--- config.mk ---
export PLATFORM = sky130hd
export DESIGN_NAME = icache
export DESIGN_NICKNAME = d
export VERILOG_FILES = /design/src/rtl/icache.sv
export SDC_FILE = /design/constraint.sdc
export NUM_CORES = 1
export LEC_CHECK = 0
export CORE_MARGIN = 2
export CORE_UTILIZATION = 35
export DETAILED_ROUTE_END_ITERATION = 6
export DONT_BUFFER_PORTS = 1
export SLEW_MARGIN = 25
export SYNTH_ARGS = -nofsm -noshare
export SYNTH_HDL_FRONTEND = slang
export SYNTH_SLANG_ARGS = --single-unit
--- constraint.sdc ---
create_clock -name CLK -period 21.8 [get_ports CLK]
set_clock_uncertainty 0.15 [all_clocks]
set_input_delay 2.18 -clock CLK [delete_from_list [all_inputs] [get_ports CLK]]
set_output_delay 2.18 -clock CLK [all_outputs]
set_load 0.02 [all_outputs]
--- src/rtl/icache.sv ---
// rtl/icache.sv - direct-mapped instruction cache with blocking line fill from instruction memory
module icache #(
    parameter int INDEX_BITS = 3
) (
    input  logic         CLK,
    input  logic         RESET,
    input  logic [31:0]  ADDRESS,
    output logic [31:0]  INSTRUCTION,
    output logic         BUSYWAIT,
    output logic         MEM_READ,
    output logic [27:0]  MEM_ADDRESS,
    input  logic [127:0] MEM_READDATA,
    input  logic         MEM_BUSYWAIT
);

    localparam int NUM_LINES = 1 << INDEX_BITS;
    localparam int TAG_BITS  = 28 - INDEX_BITS;

    localparam logic [0:0] S_IDLE     = 1'b0;
    localparam logic [0:0] S_MEM_READ = 1'b1;

    // Line storage: only the valid bits carry reset state.
    logic [NUM_LINES-1:0] r_valid;
    logic [TAG_BITS-1:0]  r_tag  [NUM_LINES];
    logic [127:0]         r_data [NUM_LINES];

    logic [0:0]  r_state;
    logic [0:0]  w_state_next;
    // {tag, index} of the access that missed; the fill is driven solely from this.
    logic [27:0] r_miss_addr;

    logic [1:0]            w_offset;
    logic [INDEX_BITS-1:0] w_index;
    logic [TAG_BITS-1:0]   w_tag;
    logic                  w_hit;
    logic [127:0]          w_line;
    logic [31:0]           w_word;
    logic                  w_fill;
    logic [INDEX_BITS-1:0] w_fill_index;
    logic [TAG_BITS-1:0]   w_fill_tag;
    logic                  w_unused_byte_offset;

    // Byte offset within a word is irrelevant for 32-bit aligned fetches.
    assign w_unused_byte_offset = ^ADDRESS[1:0];

    assign w_offset = ADDRESS[3:2];
    assign w_index  = ADDRESS[3+INDEX_BITS:4];
    assign w_tag    = ADDRESS[31:4+INDEX_BITS];

    assign w_line = r_data[w_index];
    assign w_hit  = r_valid[w_index] && (r_tag[w_index] == w_tag);

    assign w_fill_index = r_miss_addr[INDEX_BITS-1:0];
    assign w_fill_tag   = r_miss_addr[27:INDEX_BITS];

    // The line is written at the edge where memory reports the block ready.
    assign w_fill = (r_state == S_MEM_READ) && !MEM_BUSYWAIT;

    // Select the requested word out of the indexed line.
    always_comb begin
        w_word = 32'd0;
        unique case (w_offset)
            2'd0: w_word = w_line[31:0];
            2'd1: w_word = w_line[63:32];
            2'd2: w_word = w_line[95:64];
            2'd3: w_word = w_line[127:96];
            default: w_word = 32'd0;
        endcase
    end

    // Next-state logic: a miss in IDLE starts a fetch; a ready memory ends it.
    always_comb begin
        w_state_next = r_state;
        unique case (r_state)
            S_IDLE:     if (!w_hit) w_state_next = S_MEM_READ;
            S_MEM_READ: if (!MEM_BUSYWAIT) w_state_next = S_IDLE;
            default:    w_state_next = S_IDLE;
        endcase
    end

    // State register; reset aborts any fetch in flight so MEM_READ drops at once.
    always_ff @(posedge CLK or negedge RESET) begin
        if (!RESET) begin
            r_state <= S_IDLE;
        end else begin
            r_state <= w_state_next;
        end
    end

    // Capture the missing block address when leaving IDLE.
    always_ff @(posedge CLK or negedge RESET) begin
        if (!RESET) begin
            r_miss_addr <= 28'd0;
        end else if ((r_state == S_IDLE) && !w_hit) begin
            r_miss_addr <= ADDRESS[31:4];
        end
    end

    // Valid bits: cleared by reset, set by a completed fill.
    always_ff @(posedge CLK or negedge RESET) begin
        if (!RESET) begin
            r_valid <= '0;
        end else if (w_fill) begin
            r_valid[w_fill_index] <= 1'b1;
        end
    end

    // Tag and data arrays; a reset mid-fetch forces IDLE, so no partial fill lands.
    always_ff @(posedge CLK) begin
        if (w_fill) begin
            r_tag[w_fill_index]  <= w_fill_tag;
            r_data[w_fill_index] <= MEM_READDATA;
        end
    end

    // Outputs are held quiet during reset so the pipeline comes up cleanly.
    always_comb begin
        MEM_READ    = RESET && (r_state == S_MEM_READ);
        MEM_ADDRESS = MEM_READ ? r_miss_addr : 28'd0;
        BUSYWAIT    = RESET && ((r_state == S_MEM_READ) || !w_hit);
        INSTRUCTION = (RESET && w_hit) ? w_word : 32'd0;
    end

endmodule
# Word level (Yosys, flattened, before mapping)
# Memories as Yosys holds them, arrays and structs flattened.
# Index checks and enable logic that the tools add are counted.
# Widths: inputs -> output; s select.
# op_classes
reduce_logical	11
mux	12
eq_ne	4
magnitude_cmp	3
n_bitwise	2
# op_table
cell	n
$pmux 32 s4	1
$mux 32	1
$mux 28	1
$eq 25x25->1	1
$lt 3x4->1 const B	2
$or 8x8->8	1
$logic_and 1x1->1	7
$mux 1	6
$eq 2x2->1 const B	2
$bmux 1 s3	1
$demux 1 s3	1
$ge 3x1->1 const B	1
$eq 2x1->1 const B	1
$logic_not 1->1	2
$logic_not 2->1	1
$pmux 1 s2	1
$logic_or 1x1->1	1
$not 1->1	1
# word_totals
mem_bits_rw	1224
in_bits	163
reg_bits	37
memories	2
out_inout_bits	62
word_cells	37
# memory_table
name	depth	width	read_ports	rd_clocked_by_memory_dff	write_ports	line	rtl
r_data	8	128	1	0	1	25	logic [127:0] r_data [NUM_LINES];
r_tag	8	25	1	0	1	24	logic [TAG_BITS-1:0] r_tag [NUM_LINES];

# Depth between registers and ports, before layout
# logic_depth
word_depth	6
depth_mapped	11
ltp_nobuf	7

# Worst setup path before layout
# OpenSTA, ideal clock, no wires.
# synth_timing
path_type	input port to flip-flop
from	input MEM_BUSYWAIT
to	register r_valid[0]
stages	2
setup_slack_ns	3.565
arrival_ns	17.928
setup_time_ns	0.157
n_path_buf	0
required_time_ns	21.493
path_cell_list	nor4_1 or2_2
# synth_via
elab_chain_cells	2
# synth_rtl
element	line	rtl
start, declared	13	input logic MEM_BUSYWAIT
$logic_not 1->1	--	
$logic_and 1x1->1	57	assign w_fill = (r_state == S_MEM_READ) && !MEM_BUSYWAIT;
end signal, assigned	102	r_valid <= '0;
end signal, assigned by index	104	r_valid[w_fill_index] <= 1'b1;
end, declared	23	logic [NUM_LINES-1:0] r_valid;
# Every way passes these cells.
# A chain may end at the register's enable or synchronous reset.

# Worst setup path after layout
# layout_timing
from	input ADDRESS[4]
to	output INSTRUCTION[25]
# layout_via
elab_chain_cells	5
elab_cells_between_ends	9
classes_between	1 x eq/ne; 4 x mux; 2 x reduce/logical; 2 x memory
# layout_rtl
element	line	rtl
start, declared	7	input logic [31:0] ADDRESS,
$mem_v2 8x25 / $bmux 1 s3 (equally long branches)	--	
$eq 25x25->1 / $mux 1 (equally long branches)	51	assign w_hit = r_valid[w_index] && (r_tag[w_index] == w_tag);
$logic_and 1x1->1	51	
$logic_and 1x1->1	121	INSTRUCTION = (RESET && w_hit) ? w_word : 32'd0;
$mux 32 *	121	
end, declared	8	output logic [31:0] INSTRUCTION,
# Mark *: on every way between the ends. The rest lies on a longest branch, timed or not. The select of a mux whose other input is x is not followed.

==> impl_metrics.toml <==
[sta]
finalCritPeriodShare_pct = 38.69
rsz0062_at_grt = "no"
slew_headroom_pct = 15.63
tns_ns = 0
fmax_mhz = 118.5
setup_viol = 0
finalMaxSlewViolations = 0
layout_min_cycle_time_ns = 8.435
worstMarginPinSlew_ns = 1.266
hold_violations = 0

[global_routing]
antenna_found_initial = 2
grt_remaining_overflow = 0
grt_usage_pct = 15.53
first_global_vias = 22260
grt_pass1_wl_um = 156100
grt_max_degree = 309

[placed_design]
hpwl_um = 57030
portBuffers = 0
dp.cells = 3722
place_congestion = 0.7466

[routing]
via_per_inst = 5.284
drt_iter0_markers = 1828
routed_wl_um = 109600
routedWlPerCell_um = 27.66
num_vias = 20950
drc_errors = 0
firstDrtPassIters = 7
drtAntennaViolNets = 0

[synth]
synth_area_per_cell_um2 = 24.10
synth.area.top_cells = "edfxtp_1 76%, mux4_2 16%, dfrtp_1 1.9%, mux2i_1 1.9%, mux2_4 0.62%"
ys_warn_count = 0
synth.distinct_cells = 41
synthTopCellsByCount = "1224 x edfxtp_1, 345 x mux4_2, 90 x mux2i_1, 51 x clkbuf_1, 41 x nor2_1"
yosysSeqAreaShare_pct = 77.77
synth_seq_cells = 1261
yosysMostFrequentCell = "edfxtp_1"
yosysTopAreaCell = "edfxtp_1"
synthCells = 2010
syn_area_mm2 = 0.04845
async_reset_ff_share_pct = 2.934
synth_top_area_share_pct = 75.86
synth_top_flop_cell = "edfxtp_1"
syn-num-nets = 2173
synth-edff-count = 1224

[clock_tree]
root_buffer = "clkbuf_16"
cts_resized = 0
clk_path_buf_depth = 3
cts_sinks = 1261
cts_hold_buf = 0
cts_buffers = 131
htreeDepth = 4
post_cts_buffers = 0
clk_pin_slew_worst_paths_ns = 0.06
clkLatencyLatePin_ns = 0.75
tritoncts = "yes"

[worst_setup_path]
endpoint_kind = "primary output"
worstPathRequired_ns = 19.47
critPathArrivalTime_ns = 6.11
cp-start-kind = "input pin"
cp_max_fo = 290
reg2reg_depth = 4
worst-setup-path-type = "input pin to primary output"

[power_and_ir_drop]
vdd_drop_max_mv = 0.07506
clkPwrFrac_pct = 41.5
power_density_mw_per_mm2 = 95.62
p_leak_uw = 0.01708
seq_power_share_pct = 53.6
p_sw_share_pct = 21.43
p_switching_uw = 1122
comb_power_share_pct = 4.8
internal_power_uw = 4113

[floorplanning]
io_pins = 225
start_util_pct = 35.24
dieArea_mm2 = 0.1414
die_h_um = 376.1
die_x_um = 376.1
row_count = 136
coreArea_mm2 = 0.1375

[hold_path]
hold_path_depth = 1
min_path_type = "flip-flop to flip-flop"

[flow_run]
maxCapViolCount = 0

[layout]
nets = 2224
insertedDiodeCount = 0
syn_to_final_growth_pct = 12.98
drive_above_1_share_pct = 28.48
fin_cells = 3964
final_core_util_pct = 39.81

[status]
status = "finished, final reports clean"
-- area by class of cell --
cell class	instances	area, um2
Multi-Input combinational cell	647	10340
Tap cell	1794	2245
Timing Repair Buffer	20	225.2
Clock inverter	77	798.3
Sequential cell	1261	37680
Fill cell	11940	82750
Clock buffer	165	3456
-- path summary, 6_finish.rpt --
kind	endpoint	start	slack, ns
worst max register to register	r_data[3][16]	r_state	17.31
worst min register to register	r_valid[2]	r_valid[2]	0.32
min in group asynchronous	r_miss_addr[24]	RESET	0.96
max in group asynchronous	r_valid[7]	RESET	20.39
worst max-delay path	INSTRUCTION[25]	ADDRESS[4]	13.36
worst min-delay path	r_valid[2]	r_valid[2]	0.32
-- cells in the final DEF (no fill, tap or decap), drive strengths merged, types with 3 or more instances in the layout --
cell type  instances
a22o              10
a22oi              5
a31oi              3
and3              30
buf               20
bufinv             6
clkbuf           165
clkinv            56
clkinvlp           6
dfrtp             37
edfxtp          1224
inv                9
mux2              42
mux2i             90
mux4             345
nand2              7
nand3              4
nand4              4
nor2              41
nor2b              3
nor4               5
o21ai              9
o22ai              5
or2                8
or3                7
xor2              13
-- state kept, by name, summed over array words and instances (netlist names) --
register / cells
r_data: 1024
r_miss_addr: 28
r_state: 1
r_tag: 200
r_valid: 8
-- logic make-up after synthesis --
logic type | count (synthesis) | synth area share [%]
AOI/OAI and AO/OA | 39 | 0.5888
xor gates and xnor gates | 14 | 0.2531
buffers and inverters | 102 | 1.012
DFF | 1261 | 77.77
muxes | 477 | 19.03
and+or+nand+nor | 117 | 1.345
-- layer usage --
metal | vias to the layer above | global-route usage, % | wire length, um
li1 | 8745 | - | -
met1 | 11320 | 19.01 | 42970
met2 | 736 | 25.50 | 53940
met3 | 145 | 6.207 | 10670
met4 | 0 | 4.317 | 2047
met5 | - | 0 | 0
-- power groups by stage --
stage,registers [uW],logic (uW),clock network [uW]
after floorplan,2860,207,0
after global placement,2850,254,0
after detailed placement,2860,256,0
after CTS,2810,257,2230
after global routing,2810,266,2330
final,2810,253,2170
-- critical path, cell delays in order --
cell	delay, ns
nor2b_1	0.86
a22oi_1	0.22
a31oi_1	0.20
o21ai_0	0.16
nor4_4	0.49
nand4_1	0.61
buf_4	0.47
nor2_1	0.42
-- stage by stage --
step	worst slack [ns]	total power [uW]	hold slack [ns]	area, um2
floorplan	3.565	3071	0.2837	48450
global placement	14.13	3103	0.2957	50490
detailed placement	14.01	3115	0.3065	50490
CTS	14.00	5296	0.3204	54740
global route	13.41	5406	0.3366	54740
finish	13.36	5235	0.3184	54740
Note: power is estimated with default switching activity, not from simulation.
